### config.mk
export PLATFORM = sky130hd
export DESIGN_NAME = wb_stream_ctrl
export DESIGN_NICKNAME = d
export VERILOG_FILES = /design/src/rtl/wb_stream_ctrl.sv
export SDC_FILE = /design/constraint.sdc
export NUM_CORES = 1
export LEC_CHECK = 0
export ABC_CLOCK_PERIOD_IN_PS = 2350
export CORE_ASPECT_RATIO = 1.1
export CORE_MARGIN = 2
export CORE_UTILIZATION = 28
export DETAILED_ROUTE_END_ITERATION = 16
export DONT_BUFFER_PORTS = 1
export GPL_TIMING_DRIVEN = 0
export PLACE_DENSITY = 0.51
export SLEW_MARGIN = 20
export SYNTH_ARGS = -nofsm -noshare
export SYNTH_HDL_FRONTEND = slang
export SYNTH_SLANG_ARGS = --single-unit
### constraint.sdc
create_clock -name clk -period 2.35 [get_ports clk]
set_clock_uncertainty 0.2 [all_clocks]
set_input_delay 0.47 -clock clk [delete_from_list [all_inputs] [get_ports clk]]
set_output_delay 0.47 -clock clk [all_outputs]
set_load 0.01 [all_outputs]
### src/rtl/wb_stream_ctrl.sv
// wb_stream_ctrl: byte-stream to 8-bit Wishbone bridge.
// Command byte {we, xxx, adr[3:0]} (plus one data byte for writes) becomes a
// single bus cycle. Read data, or 0xFF on timeout, is returned as one response byte.
module wb_stream_ctrl #(
    parameter int unsigned TIMEOUT = 255
) (
    input  logic       clk,
    input  logic       rst,
    input  logic [7:0] rx_data,
    input  logic       rx_valid,
    output logic       rx_ready,
    output logic [7:0] tx_data,
    output logic       tx_valid,
    input  logic       tx_ready,
    output logic       stb,
    output logic       we,
    output logic [3:0] adr,
    output logic [7:0] dat_c,
    input  logic [7:0] dat_p,
    input  logic       ack,
    output logic       timeout_err
);

    typedef enum logic [1:0] {
        IDLE = 2'd0,
        DATA = 2'd1,
        BUS  = 2'd2,
        RESP = 2'd3
    } state_t;

    // Last counter value before abort. The counter holds 0 in the first stb
    // cycle, so a value of TIMEOUT-1 means stb has been high for TIMEOUT cycles.
    localparam logic [15:0] TO_LAST = 16'(TIMEOUT - 1);

    state_t      state, state_n;
    logic [15:0] cnt, cnt_n;
    logic        stb_n, we_n, rx_ready_n, tx_valid_n, timeout_err_n;
    logic [3:0]  adr_n;
    logic [7:0]  dat_c_n, tx_data_n;
    logic        rx_fire;

    assign rx_fire = rx_valid & rx_ready;

    // State and all registered outputs; async reset clears everything at once.
    always_ff @(posedge clk or posedge rst) begin
        if (rst) begin
            state       <= IDLE;
            cnt         <= '0;
            stb         <= 1'b0;
            we          <= 1'b0;
            adr         <= '0;
            dat_c       <= '0;
            rx_ready    <= 1'b0;
            tx_valid    <= 1'b0;
            tx_data     <= '0;
            timeout_err <= 1'b0;
        end else begin
            state       <= state_n;
            cnt         <= cnt_n;
            stb         <= stb_n;
            we          <= we_n;
            adr         <= adr_n;
            dat_c       <= dat_c_n;
            rx_ready    <= rx_ready_n;
            tx_valid    <= tx_valid_n;
            tx_data     <= tx_data_n;
            timeout_err <= timeout_err_n;
        end
    end

    // Next-state and next-output logic.
    always_comb begin
        state_n       = state;
        cnt_n         = cnt;
        stb_n         = stb;
        we_n          = we;
        adr_n         = adr;
        dat_c_n       = dat_c;
        tx_valid_n    = tx_valid;
        tx_data_n     = tx_data;
        timeout_err_n = 1'b0;

        unique case (state)
            IDLE: begin
                if (rx_fire) begin
                    we_n  = rx_data[7];
                    adr_n = rx_data[3:0];
                    if (rx_data[7]) begin
                        state_n = DATA;
                    end else begin
                        state_n = BUS;
                        stb_n   = 1'b1;
                        cnt_n   = '0;
                    end
                end
            end
            DATA: begin
                if (rx_fire) begin
                    dat_c_n = rx_data;
                    state_n = BUS;
                    stb_n   = 1'b1;
                    cnt_n   = '0;
                end
            end
            BUS: begin
                // ack takes priority over a timeout landing on the same edge
                if (ack) begin
                    stb_n = 1'b0;
                    if (we) begin
                        state_n = IDLE;
                    end else begin
                        tx_data_n  = dat_p;
                        tx_valid_n = 1'b1;
                        state_n    = RESP;
                    end
                end else if (cnt >= TO_LAST) begin
                    stb_n         = 1'b0;
                    timeout_err_n = 1'b1;
                    if (we) begin
                        state_n = IDLE;
                    end else begin
                        tx_data_n  = 8'hFF;
                        tx_valid_n = 1'b1;
                        state_n    = RESP;
                    end
                end else if (cnt != 16'hFFFF) begin
                    cnt_n = cnt + 16'd1;
                end
            end
            RESP: begin
                if (tx_ready) begin
                    tx_valid_n = 1'b0;
                    state_n    = IDLE;
                end
            end
            default: state_n = IDLE;
        endcase

        // Ready only once IDLE/DATA has been occupied for a full cycle, which
        // guarantees a stb-low gap between back-to-back transactions.
        rx_ready_n = ((state == IDLE) || (state == DATA)) &&
                     ((state_n == IDLE) || (state_n == DATA));
    end

endmodule

# == Yosys cells after proc, flatten, opt, wreduce, memory -nomap -nowiden ==
# Index checks and enable logic that the tools add are counted.
# op_classes
addsub,1
n_lt_le_gt_ge,1
eq_ne,15
n_mux,33
bitwise_logic,1
reduce_logical,14
# ops
cell,n
$mux 16,6
$pmux 16 s3,1
$mux 8,4
$ne 2x2->1 const B,9
$add 16x1->16 const B,1
$ge 16x8->1 const B,1
$ne 16x16->1 const B,1
$mux 2,7
$mux 1,12
$pmux 2 s4,1
$reduce_and 7->1,1
$reduce_and 5->1,1
$eq 2x1->1 const B,2
$eq 2x2->1 const B,2
$logic_not 2->1,2
$reduce_and 2->1,2
$reduce_and 4->1,1
$reduce_bool 2->1,2
$ne 3x3->1 const B,1
$pmux 1 s3,1
$reduce_and 3->1,1
$reduce_bool 3->1,1
$logic_or 1x1->1,2
$pmux 1 s2,1
other kinds (2),2
# word_totals
regBits,43
in_bits,21
word_cells,75

# == Longest topological paths before layout ==
# Gate-level depths: netlist of run 1.
# logic_depth
depth_word,7
mapped_depth,7
ltp_nobuf,6

# == Worst setup path before layout of run 1 ==
# Ideal clock, no wire load.
# synth_timing
kind,reg-to-reg
start,reg cnt[0]
end,reg cnt[3]
setup_ns,0.077
t_arrival_ns,1.613
t_required_ns,2.073
path_slack_ns,0.459
stages_incl_launch_ff,7
synth_period_minus_slack_ns,1.891
cell_sequence,dfrtp_1 inv_1 ha_1 o211ai_1 o2111ai_2 or4_1 a21oi_1
# synth_between
elab_chain_len,5
word_cells_on_any_way,10
cone_classes,1 x add/sub; 1 x order compare; 3 x eq/ne; 4 x mux; 1 x reduce/logical
# synth_lines
element,line_no,text
from (decl),36,"logic [15:0] cnt, cnt_n;"
from (signal assigned),59,cnt <= cnt_n;
$add 16x1->16,127,cnt_n = cnt + 16'd1;
$mux 16,126,end else if (cnt != 16'hFFFF) begin
$mux 16,116,end else if (cnt >= TO_LAST) begin
$mux 16,107,if (ack) begin
$pmux 16 s3,83,unique case (state)
# Several ways; a longest one is shown, not always the timed one. The select of a mux whose other input is x is not followed.
# A chain may end at the register's enable or synchronous reset.

# == Worst setup path in the final report of run 1 ==
# layout_timing
start,reg cnt[0]
end,reg cnt[6]
# Same word-level chain as after synthesis.

==> results of run 1 <==
repair_timing:
action,CTS,global route
endpoints found under the hold margin,9,0
hold buffers,1,0
setup buffers,0,0
through the flow:
stage / worst slack, ns / area (µm²) / std cells / hold WS (ns) / util
floorplan: 0.459 / 1810 / 144 / 0.264 / -
global placement: 0.282 / 1910 / 224 / 0.279 / 0.308
detailed placement: 0.293 / 1930 / 225 / 0.0980 / 0.312
CTS: 0.265 / 2030 / 233 / 0.102 / 0.327
global route: 0.137 / 2030 / 233 / 0.0905 / 0.327
finish: 0.259 / 2030 / 233 / 0.111 / 0.327
kinds of logic after synthesis:
| family | count (synthesis) |
|---|---|
| and+or+nand+nor | 43 |
| buffers and inverters | 9 |
| adders and majority gates | 2 |
| DFF | 43 |
| AOI/OAI and AO/OA | 33 |
| muxes | 14 |
flip-flops by register name, summed over array words and instances, names as in the netlist:
name / flops
tx_valid: 1
dat_c: 8
adr: 4
we: 1
state: 2
rx_ready: 1
timeout_err: 1
cnt: 16
tx_data: 8
stb: 1
power breakdown:
part	switching, mW	internal (mW)
Sequential	0.306	0.991
Clock	0.239	0.231
Combinational	0.246	0.239
Total	0.791	1.46
cell type report:
class | count | share of cell area
plain buffers | 5 | 0.0105
clock buffers | 6 | 0.0407
clock inverters | 1 | 0.00247
inverters | 4 | 0.00741
multi-input cells | 92 | 0.344
flip-flops and latches | 43 | 0.531
well taps | 80 | 0.0494
repair buffers | 2 | 0.0148
cells in the mapped netlist (2+ instances only):
cell type  instances
dfrtp_1           43
and2_1             9
nand2_1            9
mux2_2             8
o22a_1             8
a21oi_1            6
mux2_1             5
inv_1              4
nor2_1             4
o211ai_1           4
o21ai_0            4
o31ai_1            4
nand2b_1           3
buf_2              2
clkbuf_1           2
ha_1               2
nand4_1            2
nor4_1             2
nor4_4             2
o21a_1             2
o21ai_1            2
or3_1              2
or4_1              2
worst reg2reg max path, cell delays in order, from the launching register on:
cell	delay, ns
dfrtp_1	0.42
inv_1	0.07
ha_1	0.20
o211ai_1	0.26
o211ai_1	0.21
or4_1	0.50
a21oi_1	0.17
worst paths after layout:
kind | startpoint | end | slack [ns] | cells past startpoint
hold / removal | rx_valid | rx_ready | 0.11 | 1
setup / recovery | cnt[0] | cnt[6] | 0.26 | 6
setup reg to reg | cnt[0] | cnt[6] | 0.26 | 6
hold reg to reg | cnt[7] | cnt[7] | 0.30 | 1
max in group asynchronous | rst | dat_c[4] | 1.15 | 3
min in group asynchronous | rst | cnt[7] | 0.35 | 2
per-layer routing:
layer  global-route usage  wire length (µm)
met2                0.185              1780
met5                    0                 0
met4               0.0462                59
met1                0.134              1540
met3               0.0439               272
==> run_results.csv, run 1 <==
group,metric,value,unit
outcome,status,"completed",
yosys,synth_area_leaders,"dfrtp_1 59%, mux2_2 5.0%, o22a_1 3.9%, and2_1 3.1%, mux2_1 3.1%",
yosys,synth_compound_gate_area_share,0.130,
timing,rsz0062_at_grt,"no",
yosys,synth_fp_nets,167,
global_route,antenna_found_initial,0,
cts,ctsHtreeMaxLevel,2,
die,io_pins,46,
global_route,grt-ovfl-total,0,
placement,portBuffers,0,
routing,dr_total_vias,1172,
global_route,grt_pass1_vias,1296,
setup_path,cp_data_arrival_time,2.11,ns
min_path,hold_path.class,"primary input to flip-flop",
setup_path,startpoint_type,"flip-flop",
yosys,synth_top_family_by_area,"simple AND/OR/NAND/NOR gates",
cts,insertion_delay,0.29,ns
global_route,grt_pass1_wl,6160,µm
die,die_w,80.6,µm
die,dieArea,7120,µm²
routing,route.detailed.drc,0,
cts,cts_tree,"built",
yosys,synth-xor-area-share,0,
cts,clock-sinks,43,
die,placementRows,30,
die,core,6190,µm²
final_layout,multi_input_area,697,µm²
timing,fin_crit_sh,0.890,
die,fp.dieH,88.3,µm
final_layout,fill_cells,623,
final_layout,diodes,0,
routing,ant_nets,0,
power,p_total,2.25,mW
routing,vias_per_cell,5.03,
die,initial_core_util,0.292,
global_route,grt_usage,0.113,
yosys,syn-instance-count,144,
timing,worst_slew_pin_slew,0.403,ns
timing,slew_headroom,0.731,
timing,setup_viol,0,
setup_path,crit_top_cell,"o211ai_1",
yosys,netlist_area,1810,µm²
timing,finalHoldViolCount,0,
final_layout,fin_nets,176,
setup_path,crit_path_top_delay_cell,"or4_1",
yosys,ys_warn_count,0,
setup_path,critPathKind,"flip-flop to flip-flop",
yosys,yosys.area_share.simple,0.155,
yosys,ys.flop_type,"dfrtp_1",
setup_path,crit_family,"compound AO/OA/AOI/OAI gates",
cts,cts_buffers,5,
routing,drt-initial-drc-count,90,
setup_path,cp_max_fo,6,
power,ir_worst_vdd,0.531,mV
final_layout,seq_area,1080,µm²
final_layout,drive_above_1_share,0.150,
yosys,synth_fa_ha_area_frac,0.0138,
yosys,post_synth.cell_area_avg,12.6,µm²
setup_path,path_buf_inv,1,
final_layout,final_cell_mix,"43 x dfrtp_1, 9 x and2_1, 9 x nand2_1",
power,power_leakage,0.872,nW
yosys,seq_area_frac_synth,0.595,
yosys,yosysTopAreaCellShare,0.595,
global_route,grt_max_degree,35,
yosys,synth_top_cell_by_area,"dfrtp_1",
setup_path,slowest_delay,0.50,ns
routing,routed_wl,3650,µm
power,power_density,1110,nW/µm²
yosys,synth_edf_count,0,
setup_path,cp-end-kind,"flip-flop",
timing,post-route-min-period,2.09,ns
cts,path_clk_slew,0.08,ns
setup_path,worstPathRequired,2.37,ns
placement,gp_congestion,0.721,
final_layout,areaGrowthSynthToFinish,12.0,%
yosys,ys_types,36,
cts,cts-resized-gates,0,
cts,cts_root_buf,"clkbuf_8",
timing,setup_tns,0,ns
timing,drv_slew,0,
timing,max_freq,0.478,GHz
yosys,async_flop_share,1.00,
cts,clockBufferDepth,2,
yosys,synth-seq-cells,43,
job,max_cap_viol_count,0,
yosys,synth.area.mux_share,0.0864,
routing,dr.pass1.iters,4,
routing,post_drt_wl_per_cell,15.7,µm
setup_path,crit_chain,"inv_1 -> ha_1 -> o211ai_1 -> o211ai_1 -> or4_1 -> a21oi_1",
placement,hpwlAfterDp,2690,µm
final_layout,final_common_cell,"dfrtp_1",
No activity file was read; power rests on OpenSTA's default activity.
==> run 2: changes to the inputs <==
--- a/config.mk
+++ b/config.mk
@@ -12,7 +12,7 @@
 export DETAILED_ROUTE_END_ITERATION = 16
 export DONT_BUFFER_PORTS = 1
 export GPL_TIMING_DRIVEN = 0
-export PLACE_DENSITY = 0.51
+export PLACE_DENSITY = 0.45
 export SLEW_MARGIN = 20
 export SYNTH_ARGS = -nofsm -noshare
 export SYNTH_HDL_FRONTEND = slang
==> run_results.csv, run 2 (synthesis results as in run 1) <==
group,metric,value,unit
outcome,status,"completed",
placement,gp_congestion,0.796,
cts,cts_setup_buffers,0,
die,placementRows,30,
routing,dr_total_vias,1186,
placement,post-place-ws,0.259,ns
final_layout,final_common_cell,"dfrtp_1",
cts,clock-sinks,43,
min_path,holdPathEnd,"adr[0]",
global_route,grt_pass1_wl,6070,µm
die,core,6190,µm²
timing,max_freq,0.472,GHz
placement,portBuffers,0,
global_route,grt_usage,0.112,
power,power_leakage,0.872,nW
setup_path,cp-end-kind,"flip-flop",
timing,setup_viol,0,
power,power_density,1110,nW/µm²
power,switching_power,0.788,mW
die,die_w,80.6,µm
final_layout,largest_register_ff_count,16,
timing,setup_ws,0.229,ns
routing,vias_per_cell,5.09,
die,dieArea,7120,µm²
timing,post-route-min-period,2.12,ns
final_layout,diodes,0,
setup_path,r2r-end,"cnt[3]",
global_route,grt-ovfl-total,0,
final_layout,instances_no_fill,233,
die,io_pins,46,
cts,cts_root_buf,"clkbuf_8",
die,fp.dieH,88.3,µm
routing,post_drt_wl_per_cell,16.0,µm
routing,dr.pass1.iters,4,
final_layout,final_cell_mix,"43 x dfrtp_1, 9 x and2_1, 9 x nand2_1",
routing,drt-initial-drc-count,75,
placement,dp.cells,225,
cts,clockBufferDepth,2,
global_route,antenna_found_initial,0,
setup_path,r2r_cells,6,
die,initial_core_util,0.292,
power,internal_power,1.46,mW
job,max_cap_viol_count,0,
placement,hpwlAfterDp,2770,µm
timing,setup_tns,0,ns
cts,cts_tree,"built",
placement,post_dp_cell_area,1930,µm²
timing,drv_slew,0,
min_path,min_from,"rx_data[0]",
global_route,grt_pass1_vias,1279,
setup_path,ff2ff_setup_slack,0.23,ns
cts,cts_buffers,5,
power,p_comb_frac,0.214,
power,swShare,0.350,
setup_path,critPathKind,"flip-flop to flip-flop",
cts,insertion_delay,0.29,ns
power,power_frac_seq,0.579,
cts,ctsHtreeMaxLevel,2,
timing,fin_hold_ws,0.112,ns
final_layout,fin_nets,176,
final_layout,reg_top3,"cnt (16), dat_c (8), tx_data (8)",
final_layout,areaGrowthSynthToFinish,12.0,%
min_path,holdPathStages,1,
setup_path,cp_data_arrival_time,2.13,ns
routing,routed_wl,3730,µm
timing,rsz0062_at_grt,"no",
final_layout,regMostFlops,"cnt",
timing,fin_crit_sh,0.902,
power,clkPwrFrac,0.207,
final_layout,drive_above_1_share,0.150,
timing,worst_slew_pin_slew,0.426,ns
timing,slew_headroom,0.716,
cts,path_clk_slew,0.08,ns
routing,ant_nets,0,
setup_path,r2r-start,"cnt[0]",
routing,route.detailed.drc,0,
final_layout,fill_cells,633,
timing,finalHoldViolCount,0,
global_route,grt_max_degree,32,
final_layout,design_area,2030,µm²
power,ir_worst_vdd,0.619,mV
setup_path,cp_max_fo,5,
setup_path,worstPathRequired,2.36,ns
min_path,hold_path.class,"primary input to flip-flop",
setup_path,startpoint_type,"flip-flop",
-- run 2: cell counts in the layout (fill, tap and decap cells not counted) --
Identical to the previous run, type by type.
-- run 2: layer usage --
layer	GRT usage	share of wire
met1	0.127	0.38
met2	0.186	0.51
met3	0.0541	0.094
met4	0.0416	0.015
met5	0	0
-- run 2: what timing repair did --
action	in CTS	in global routing
hold buffers	1	0
endpoints found under the hold margin	12	0
resized for setup	0	0
-- run 2: worst max-delay path by stage --
stage                       from    endpoint  cells after the start
after global placement       rst  tx_data[1]                      1
after CTS                 cnt[0]      cnt[3]                      6
after floorplan           cnt[0]      cnt[3]                      6
after global routing      cnt[0]      cnt[6]                      6
after detailed placement  cnt[0]      cnt[3]                      6
final                     cnt[0]      cnt[3]                      6
-- run 2: cell type report --
class	instances	area, µm²	share of cell area
buffer	5	21.3	0.0105
clock buffer	6	82.6	0.0407
clock inverter	1	5.00	0.00247
inverter	4	15.0	0.00741
multi-input combinational	92	697	0.344
sequential	43	1080	0.531
tap	80	100	0.0494
timing repair buffer	2	30.0	0.0148
-- run 2: power by group through the flow --
stage	logic (mW)	clock network, mW	registers [mW]
after floorplan	0.395	0	1.24
after global placement	0.459	0	1.31
after detailed placement	0.489	0	1.32
after CTS	0.492	0.488	1.31
after global routing	0.546	0.510	1.34
final	0.481	0.465	1.30
-- run 2: critical path: stages (launching register included) --
cell,delay (ns)
dfrtp_1,0.42
inv_1,0.07
ha_1,0.19
o211ai_1,0.24
o2111ai_2,0.22
or4_1,0.54
a21oi_1,0.16
-- run 2: stage by stage --
stage                     power, mW   util
after floorplan                1.64      -
after global placement         1.77  0.308
after detailed placement       1.81  0.312
after CTS                      2.29  0.327
after global routing           2.40  0.327
final                          2.25  0.327
